## src/rtl/hazard_forward_unit.sv

```systemverilog
// rtl/hazard_forward_unit.sv - EX-stage operand forwarding selects and load-use stall detection
//
// Purpose:
//   Keeps a shadow copy of the register tags for the instructions in EX, MEM
//   and WB. From those flops it derives the ALU operand mux selects for EX
//   and flags load-use hazards against the instruction currently in ID.
//   Select encoding: 00 = ID/EX value, 01 = MEM/WB result, 10 = EX/MEM result.
//
// Ports:
//   clk, rst_n           clock (rising edge), asynchronous active-low reset
//   id_rs, id_rt         source indices of the ID instruction
//   id_uses_rs/rt        ID instruction actually reads that source
//   id_rd                destination index of the ID instruction (after RegDst)
//   id_reg_write         ID instruction writes the register file
//   id_mem_read          ID instruction is a load
//   ex_flush             taken branch/jump resolved in EX; kills ID and IF
//   fwd_a_sel/fwd_b_sel  operand A/B mux selects for the EX instruction
//   stall                load-use stall request (combinational)
//   stall_count          saturating count of stall cycles
module hazard_forward_unit #(
  parameter int REG_W = 5,
  parameter int CNT_W = 16
) (
  input  logic             clk,
  input  logic             rst_n,
  input  logic [REG_W-1:0] id_rs,
  input  logic [REG_W-1:0] id_rt,
  input  logic             id_uses_rs,
  input  logic             id_uses_rt,
  input  logic [REG_W-1:0] id_rd,
  input  logic             id_reg_write,
  input  logic             id_mem_read,
  input  logic             ex_flush,
  output logic [1:0]       fwd_a_sel,
  output logic [1:0]       fwd_b_sel,
  output logic             stall,
  output logic [CNT_W-1:0] stall_count
);

  // EX shadow slot
  logic             ex_valid;
  logic [REG_W-1:0] ex_rs;
  logic [REG_W-1:0] ex_rt;
  logic             ex_uses_rs;
  logic             ex_uses_rt;
  logic [REG_W-1:0] ex_rd;
  logic             ex_reg_write;
  logic             ex_mem_read;

  // MEM and WB shadow slots. The load flag is only consulted while the load
  // sits in EX, so it is not carried further down the shadow pipeline.
  logic [REG_W-1:0] mem_rd;
  logic             mem_reg_write;
  logic [REG_W-1:0] wb_rd;
  logic             wb_reg_write;

  logic             bubble;

  // A bubble carries valid = 0 and reg_write = 0, so it neither consumes
  // nor produces anything downstream.
  assign bubble = stall | ex_flush;

  always_ff @(posedge clk or negedge rst_n) begin
    if (!rst_n) begin
      ex_valid      <= 1'b0;
      ex_rs         <= '0;
      ex_rt         <= '0;
      ex_uses_rs    <= 1'b0;
      ex_uses_rt    <= 1'b0;
      ex_rd         <= '0;
      ex_reg_write  <= 1'b0;
      ex_mem_read   <= 1'b0;
      mem_rd        <= '0;
      mem_reg_write <= 1'b0;
      wb_rd         <= '0;
      wb_reg_write  <= 1'b0;
    end else begin
      wb_rd         <= mem_rd;
      wb_reg_write  <= mem_reg_write;
      mem_rd        <= ex_rd;
      mem_reg_write <= ex_reg_write;
      if (bubble) begin
        ex_valid     <= 1'b0;
        ex_rs        <= '0;
        ex_rt        <= '0;
        ex_uses_rs   <= 1'b0;
        ex_uses_rt   <= 1'b0;
        ex_rd        <= '0;
        ex_reg_write <= 1'b0;
        ex_mem_read  <= 1'b0;
      end else begin
        ex_valid     <= 1'b1;
        ex_rs        <= id_rs;
        ex_rt        <= id_rt;
        ex_uses_rs   <= id_uses_rs;
        ex_uses_rt   <= id_uses_rt;
        ex_rd        <= id_rd;
        ex_reg_write <= id_reg_write;
        ex_mem_read  <= id_mem_read;
      end
    end
  end

  // Producer matches; r0 is hardwired zero so it is never a producer.
  logic mem_prod;
  logic wb_prod;
  logic a_mem_hit;
  logic a_wb_hit;
  logic b_mem_hit;
  logic b_wb_hit;

  assign mem_prod  = mem_reg_write & (mem_rd != '0);
  assign wb_prod   = wb_reg_write & (wb_rd != '0);
  assign a_mem_hit = ex_valid & ex_uses_rs & mem_prod & (mem_rd == ex_rs);
  assign a_wb_hit  = ex_valid & ex_uses_rs & wb_prod  & (wb_rd  == ex_rs);
  assign b_mem_hit = ex_valid & ex_uses_rt & mem_prod & (mem_rd == ex_rt);
  assign b_wb_hit  = ex_valid & ex_uses_rt & wb_prod  & (wb_rd  == ex_rt);

  // MEM holds the younger producer, so it outranks WB.
  assign fwd_a_sel = a_mem_hit ? 2'b10 : (a_wb_hit ? 2'b01 : 2'b00);
  assign fwd_b_sel = b_mem_hit ? 2'b10 : (b_wb_hit ? 2'b01 : 2'b00);

  // A flush kills the would-be consumer in ID, so no stall is needed for it.
  assign stall = ex_valid & ex_mem_read & (ex_rd != '0) & ~ex_flush &
                 ((id_uses_rs & (id_rs == ex_rd)) | (id_uses_rt & (id_rt == ex_rd)));

  always_ff @(posedge clk or negedge rst_n) begin
    if (!rst_n) begin
      stall_count <= '0;
    end else if (stall && (stall_count != '1)) begin
      stall_count <= stall_count + CNT_W'(1);
    end
  end

endmodule

```

## config.mk

```make
export PLATFORM = sky130hd
export DESIGN_NAME = hazard_forward_unit
export DESIGN_NICKNAME = d
export VERILOG_FILES = /design/src/rtl/hazard_forward_unit.sv
export SDC_FILE = /design/constraint.sdc
export NUM_CORES = 1
export LEC_CHECK = 0
export CAP_MARGIN = 20
export CORE_UTILIZATION = 55
export DETAILED_ROUTE_END_ITERATION = 10
export PLACE_DENSITY = 0.91
export SLEW_MARGIN = 20
export SYNTH_ARGS = -nofsm -noshare
export SYNTH_HDL_FRONTEND = slang
export SYNTH_SLANG_ARGS = --single-unit
```

## constraint.sdc

```tcl
create_clock -name clk -period 5.2 [get_ports clk]
set_input_delay 0.52 -clock clk [delete_from_list [all_inputs] [get_ports clk]]
set_output_delay 0.52 -clock clk [all_outputs]
set_load 0.02 [all_outputs]
```

# [Yosys cells after proc, flatten, opt, wreduce, memory -nomap -nowiden]
# Index checks and enable logic that the tools add are counted.
[totals] register_bits=48 in_bits=22 output_inout_bits=21
[op_classes] addsub=1 n_eq_ne=7 n_mux=12 n_bitwise=21 reduce_logical=4
[ops] cell="5-bit equality test" count=6
[ops] cell="1-bit bitwise AND" count=18
[ops] cell="16-bit by 1-bit adder with 16-bit output (second input constant)" count=1
[ops] cell="16-bit inequality test (second input constant)" count=1
[ops] cell="5-bit two-way mux" count=3
[ops] cell="5-bit nonzero test" count=3
[ops] cell="1-bit two-way mux" count=7
[ops] cell="2-bit two-way mux" count=2
[ops] cell="1-bit OR" count=2
[ops] cell="1-bit logical AND" count=1
[ops] cell="1-bit inverter" count=1

# [Logic depth before layout (Yosys ltp)]
# Gate-level depths: netlist of run 1.
[logic_depth] depth_word=6 mapped_depth=6 depth_no_buf=6

# [Worst setup path after synthesis of run 1]
# OpenSTA, ideal clock, no wires.
[synth_path] path_type="flip-flop to output port" startpoint="register mem_rd[1]" endpoint="output fwd_b_sel[0]" arrival_time_ns=1.704 required_ns=4.680 setup_slack_ns=2.976 path_stages_with_launch=5 path_buffers=0 path_cell_list="dfrtp_1 -> or4_1 -> o21ai_0 -> nor4_1 -> nor3_1"
[synth_between] elab_chain_len=5
[synth_lines] item="start, declared" line_no="52" source="logic [REG_W-1:0] mem_rd;"
[synth_lines] item="start signal, assigned" line_no="80" source="mem_rd <= ex_rd;"
[synth_lines] item="5-bit nonzero test" line_no="112" source="assign mem_prod = mem_reg_write & (mem_rd != '0);"
[synth_lines] item="1-bit bitwise AND" line_no="112"
[synth_lines] item="1-bit bitwise AND" line_no="116" source="assign b_mem_hit = ex_valid & ex_uses_rt & mem_prod & (mem_rd == ex_rt);"
[synth_lines] item="1-bit bitwise AND *" line_no="116"
[synth_lines] item="named net b_mem_hit" line_no="109" source="logic b_mem_hit;"
[synth_lines] item="2-bit two-way mux *" line_no="121" source="assign fwd_b_sel = b_mem_hit ? 2'b10 : (b_wb_hit ? 2'b01 : 2'b00);"
[synth_lines] item="end, declared" line_no="35" source="output logic [1:0] fwd_b_sel,"
# The timed path passes the listed nets; every way through them passes the cells marked *.

# [Worst setup path in the final report of run 1]
[layout_path] startpoint="input id_rt[0]" endpoint="output stall"
[layout_between] elab_chain_len=4
[layout_lines] item="start, declared" line_no="27" source="input logic [REG_W-1:0] id_rt,"
[layout_lines] item="5-bit equality test" line_no="125" source="((id_uses_rs & (id_rs == ex_rd)) | (id_uses_rt & (id_rt == ex_rd)));"
[layout_lines] item="1-bit bitwise AND" line_no="125"
[layout_lines] item="1-bit OR" line_no="125"
[layout_lines] item="1-bit bitwise AND" line_no="124" source="assign stall = ex_valid & ex_mem_read & (ex_rd != '0) & ~ex_flush &"
[layout_lines] item="end, declared" line_no="36" source="output logic stall,"
# No other way between the ends.

==> results of run 1 <==
==> critical path, stage by stage <==
cell	delay, ns
clkdlybuf4s50_1	0.51
xnor2_1	0.14
nand4_1	0.13
o22ai_2	0.58
and2_1	0.22
clkdlybuf4s50_1	0.60
==> layer usage <==
metal	GRT usage (%)	vias to the layer above	part of all wire (%)
met4	7.50	0	0.91
met5	0	-	0
li1	-	711	-
met1	28.4	725	45
met3	4.75	2	2.7
met2	36.3	29	52
==> logic make-up after synthesis <==
logic type                 count (synthesis)
AOI/OAI and AO/OA                          5
xor gates and xnor gates                  44
buffers and inverters                      7
adders and majority gates                  1
muxes                                      2
DFF                                       48
and+or+nand+nor                           75
==> layout make-up <==
class                      instances  share of cell area [%]
sequential                        48                    44.2
clock inverter                     2                    1.29
tap                               48                    2.21
multi-input combinational        127                    34.0
clock buffer                       6                    2.67
inverter                           2                   0.276
timing repair buffer              42                    15.4
==> through the flow <==
step	std cells	util (%)	setup slack, ns	cell area, µm²	hold slack (ns)
final	275	73.2	1.98	2720	0.218
after global routing	275	73.2	1.87	2720	0.252
after CTS	275	73.1	1.98	2720	0.374
after detailed placement	267	70.2	1.97	2610	0.355
after global placement	267	70.2	2.01	2610	0.334
after floorplan	182	-	2.98	2160	0.224
==> sequential cells by signal, summed over array words and instances (netlist names) <==
| register | cells |
|---|---|
| ex_valid | 1 |
| ex_uses_rs | 1 |
| mem_rd | 5 |
| ex_rs | 5 |
| wb_reg_write | 1 |
| ex_reg_write | 1 |
| ex_uses_rt | 1 |
| ex_rd | 5 |
| ex_rt | 5 |
| ex_mem_read | 1 |
| wb_rd | 5 |
| stall_count | 16 |
| mem_reg_write | 1 |
==> Yosys cell counts (all sizes together) <==
library cell,count,area [µm²]
dfrtp,48,1200
xnor2,40,350
and2,21,131
nand4,16,100
nand2,7,26.3
nand3,7,35.0
and3,5,31.3
buf,5,30.0
or4,4,33.8
xor2,4,35.0
nor2,3,11.3
nor3,3,15.0
nor4,3,18.8
and4,2,17.5
inv,2,7.50
mux2,2,22.5
nand2b,2,12.5
o21ai,2,10.0
a21oi,1,8.76
ha,1,12.5
nor4b,1,8.76
o2111ai,1,26.3
o22ai,1,12.5
or3,1,6.26
==> cell usage in the layout, fill, tap and decap left out, types with 2 or more instances in the layout <==
cell type and instances:
and2_1 21, and3_1 5, and4_1 2, clkbuf_8 5
clkdlybuf4s50_1 41, dfrtp_1 48, nand2_1 7, nand2b_1 2
nand3_1 7, nand4_1 16, nor2_1 3, nor3_1 3
nor4_1 3, o21ai_0 2, or4_1 3, xnor2_1 40
xor2_1 4
==> worst max-delay path by stage <==
stage,end,cells after the start
after floorplan,fwd_b_sel[0],4
after global placement,stall,6
after detailed placement,stall,6
after CTS,stall,6
after global routing,stall,6
final,stall,6
==> where the power goes <==
group / total [mW] / internal, mW / switching, mW
logic: 0.0690 / 0.0387 / 0.0303
registers: 0.402 / 0.387 / 0.0152
clock network: 0.254 / 0.143 / 0.111
total: 0.724 / 0.568 / 0.157
==> run summary, run 1 <==
- 5 — CTS Buf Count
- 17 — Max Fanout on Critical Path
- 58.2% — initial core utilization
- yes — clock tree from TritonCTS
- simple AND/OR/NAND/NOR gates — dominant combinational cell family by area after synthesis
- in2async — worst min-delay path category
- false — unrepaired setup endpoints after global routing
- 2 — H-tree depth
- clkbuf_8 — clock tree root driver cell
- 1.04% — multiplexer area fraction after synthesis
- 53 — count of routing violations after the opening detailed-route iteration
- 5 — worst-case reg-to-reg path depth
- ex_rd[1]$_DFF_PN0_ — source of the worst register-to-register timing path
- 22 — number of core rows
- output pin — Worst setup EP type
- 0.724 mW — Overall Power
- 0.578% — Synth Area in Adders
- 17.8% — xor-xnor portion of the synthesized cell area
- 2160 µm² — total standard cell area after synthesis
- 205 — Net Count, Synth
- 2950 µm — Detailed Place HPWL
- 0 — number of max-slew violations in the final report
- 62.0% — part of the cycle the worst path needs
- 0 — cells resized by post-CTS repair
- 6.17% — share of final-layout standard cells stronger than drive strength 1
- 0 ns — total negative slack
- 1439 — via count of the first global-routing pass
- 0.824 — Placer Congestion
- 4190 µm² — Die Area
- ex_rs[1]$_DFF_PN0_ — critical register-to-register path endpoint
- 21.9% — total routing resource utilization after global routing
- 28 — count of unique library cells instantiated by Yosys
- 2.66% — area fraction in compound gates after synthesis
- 0.310 GHz — fmax
- 0 — drt drc
- 43 — number of placed I/O pins
- 3.22 ns — final critical-path required period
- 25.7% — Syn-to-layout area delta
- 0 — number of inserted diodes
- id_rt[0] — startpoint of the worst setup timing path
- 0 — final count of negative-setup-slack endpoints
- 4.68 ns — required time at the endpoint of the critical path
- 0 — final antenna-violating net count
- 0 — antenna violations before repair
- 0.08 ns — clk slew on worst S/H paths
- 0 — global route total overflow
- 0.00165 ns — Worst Skew
- 0 — count of warnings emitted by yosys
- 55.5% — portion of the post-synthesis area used by sequential elements
- 0 — Post-CTS Repair Setup Buffers
- 2.70 ns — arrival time at the worst endpoint
- 48 — number of register bits inferred by synthesis
- 0 — cts-stage hold buffer count
- 280 µV — VDD IR max
- 49 — largest net degree at the start of global routing
- 20.7% — Simple-Gate Fraction of Synth Area
- 14.3 µm — average wire per standard cell
- 3.08 ns — FF-to-FF setup slack
- 42 — IO buf count
- 4 — detailed-routing iteration count for the pre-antenna-repair pass
- completed — status
- 1467 — Via Count
- 1.11 nW — leakage power of the design
- 266 nW/µm² — Cell Pwr Density
- input pin — nature of the critical path startpoint
- 182 — cell count after synthesis
- 3720 µm² — Std-Cell Core Area
- 0 — Max Cap Violations
- 48 — number of clock sinks
- 11.9 µm² — average cell area after synthesis
- 926 µm² — multi-input gate area in the final layout
- 5.33 — routed vias/inst
- 56.6% — headroom to the max-slew limit
- 249 — net count of the finished layout
- 0.651 ns — pin slew with the least headroom to its limit
- 0.29 ns — clock latency on the worst-skew pair
- 1200 µm² — storage element area
- 6750 µm — wire length of the first global-routing pass
- 0 — final hold vios
- 2 — Max Root-Sink Buffers
- 242 — final-layout fill cell count
- 64.7 µm — Die Wd
- 64.7 µm — Vert. Die Dim
- 3940 µm — sum of routed wire length over all layers
- in2out — critical path start-end classification
Note: power is estimated with default switching activity, not from simulation.
==> run 2: changes to the inputs <==
--- a/config.mk
+++ b/config.mk
@@ -6,9 +6,9 @@
 export NUM_CORES = 1
 export LEC_CHECK = 0
 export CAP_MARGIN = 20
-export CORE_UTILIZATION = 55
+export CORE_UTILIZATION = 46
 export DETAILED_ROUTE_END_ITERATION = 10
-export PLACE_DENSITY = 0.91
+export PLACE_DENSITY = 0.82
 export SLEW_MARGIN = 20
 export SYNTH_ARGS = -nofsm -noshare
 export SYNTH_HDL_FRONTEND = slang
==> constraint.sdc (replaced) <==
create_clock -name clk -period 2.9 [get_ports clk]
set_input_delay 0.29 -clock clk [delete_from_list [all_inputs] [get_ports clk]]
set_output_delay 0.29 -clock clk [all_outputs]
set_load 0.02 [all_outputs]
==> run 2 against run 1 <==
Against the previous run:
- the run now ends with design-rule violations, negative hold slack left
- via count decreased by 2.0%
- flip-flop and latch count is the same
- die area grew 19%
- first-iteration DRC count grew 32%
- core utilization decreased by 12 points
- register-to-register slack worse by 2.3 ns
- clock-buffer cell count up 1
- sequential power rose by 79%
- critical endpoint is now fwd_b_sel[0]
- highest routed layer unchanged
==> run summary, run 2 (synthesis gave the netlist of run 1 again) <==
- 0.08 ns — clk slew on worst S/H paths
- stall_count — Reg with most FFs
- 70.6 µm — Vert. Die Dim
- -0.0199 ns — worst hold slack
- 4980 µm² — Die Area
- output pin — Worst setup EP type
- finished with violations — status
- 2.67 ns — final critical-path required period
- mem_rd[1]$_DFF_PN0_ — startpoint of the worst setup timing path
- 4070 µm — sum of routed wire length over all layers
- 926 µm² — multi-input gate area in the final layout
- 0 — final count of negative-setup-slack endpoints
- 0.62 ns — Critical Path Max Stage Delay
- 92.1% — part of the cycle the worst path needs
- 48 x dfrtp_1, 41 x clkdlybuf4s50_1, 40 x xnor2_1, 21 x and2_1, 16 x nand4_1 — most used cells in the layout excluding fill and tap cells
- 57.0% — headroom to the max-slew limit
- 0.30 ns — clock latency on the worst-skew pair
- 0 — cells resized by post-CTS repair
- 49 — largest net degree at the start of global routing
- 0 — final antenna-violating net count
- 48.7% — initial core utilization
- 0 — antenna violations before repair
- 0.374 GHz — fmax
- 0 — Max Cap Violations
- 1438 — Via Count
- 0 — global route total overflow
- in2async — worst min-delay path category
- 0 ns — total negative slack
- 61.2% — final core utilization
- 43 — number of placed I/O pins
- 0.78 ns — FF-to-FF setup slack
- 4440 µm² — Std-Cell Core Area
- 48 — number of clock sinks
- 1383 — via count of the first global-routing pass
- 5.14 — routed vias/inst
- 2960 µm — Detailed Place HPWL
- dfrtp_1 — most common cell after layout, fill and taps aside
- 250 — net count of the finished layout
- 2.38 ns — arrival time at the worst endpoint
- 0 — number of inserted diodes
- 14.5 µm — average wire per standard cell
- 0.787 — Placer Congestion
- 0.646 ns — pin slew with the least headroom to its limit
- reg2out — critical path start-end classification
- 7 — detailed-routing iteration count for the pre-antenna-repair pass
- 6.58% — share of final-layout standard cells stronger than drive strength 1
- 16 — max FFs per register
- 280 — non-filler cells, final
- 70 — count of routing violations after the opening detailed-route iteration
- 1.11 nW — leakage power of the design
- 272 — number of instances in the placed design
- ex_rd[3]$_DFF_PN0_ — critical register-to-register path endpoint
- yes — clock tree from TritonCTS
- 6700 µm — wire length of the first global-routing pass
- flip-flop — nature of the critical path startpoint
- 207 µV — VDD IR max
- 360 — final-layout fill cell count
- false — unrepaired setup endpoints after global routing
- 460 nW/µm² — Cell Pwr Density
- 2 — drt drc
- 25.6% — Syn-to-layout area delta
- 0 — number of max-slew violations in the final report
- 70.6 µm — Die Wd
- 1200 µm² — storage element area
- 2.61 ns — required time at the endpoint of the critical path
- 0 — cts-stage hold buffer count
- ex_rd[1]$_DFF_PN0_ — source of the worst register-to-register timing path
- 0.230 ns — post-route setup slack
- 0 — Post-CTS Repair Setup Buffers
- 5 — worst-case reg-to-reg path depth
- clkdlybuf4s50_1 — CP max stage cell
- 0.573 ns — worst setup slack before clock tree synthesis
- 0.00731 ns — Worst Skew
- 17.7% — total routing resource utilization after global routing
- or4_1, o21ai_0, nor4_1, nor3_1, clkdlybuf4s50_1 — chain of cells forming the critical path
- design-rule violations, negative hold slack — failing checks
- 42 — IO buf count
- clkbuf_8 — clock tree root driver cell
- 23 — final hold vios
- 2 — H-tree depth
- 5 — CTS Buf Count
- 4 — Max Fanout on Critical Path
- 2 — Max Root-Sink Buffers
- 24 — number of core rows
-- run 2: report_power, final --
group          switching [mW]  internal (mW)
Sequential             0.0267          0.693
Combinational          0.0533         0.0699
Clock                   0.214          0.194
-- run 2: worst max path at each step --
stage / end / slack (ns)
after detailed placement: fwd_b_sel[0] / 0.57
final: fwd_b_sel[0] / 0.23
after global placement: stall / 0.58
after floorplan: fwd_b_sel[0] / 0.91
after global routing: fwd_b_sel[0] / 0.14
after CTS: fwd_b_sel[0] / 0.23
-- run 2: metrics by stage --
step,total power [mW],cell area (µm²)
final,1.25,2720
after global routing,1.31,2720
after CTS,1.26,2720
after detailed placement,0.859,2620
after global placement,0.856,2620
after floorplan,0.794,2160
-- run 2: cell type report --
class                   count  share of cell area, %
multi-input cells         127                   34.1
repair buffers             43                   15.6
flip-flops and latches     48                   44.2
inverters                   2                  0.276
clock inverters             1                  0.276
clock buffers               7                   3.18
well taps                  52                   2.39
-- run 2: worst max-delay path: cells and delay by family (launching register included) --
family                 cells  cell delay (ns)
buffers and inverters      1             0.62
AO/OA/AOI/OAI              1             0.22
AND/OR/NAND/NOR            3             0.81
flip-flops                 1             0.42
-- run 2: routing by layer --
metal	global-route usage [%]	vias up	share of wire, %	routed length [µm]
li1	-	713	-	-
met3	4.42	6	3.8	155
met4	6.67	0	1.8	72
met2	27.9	30	50	2040
met1	24.1	689	44	1800
met5	0	-	0	0
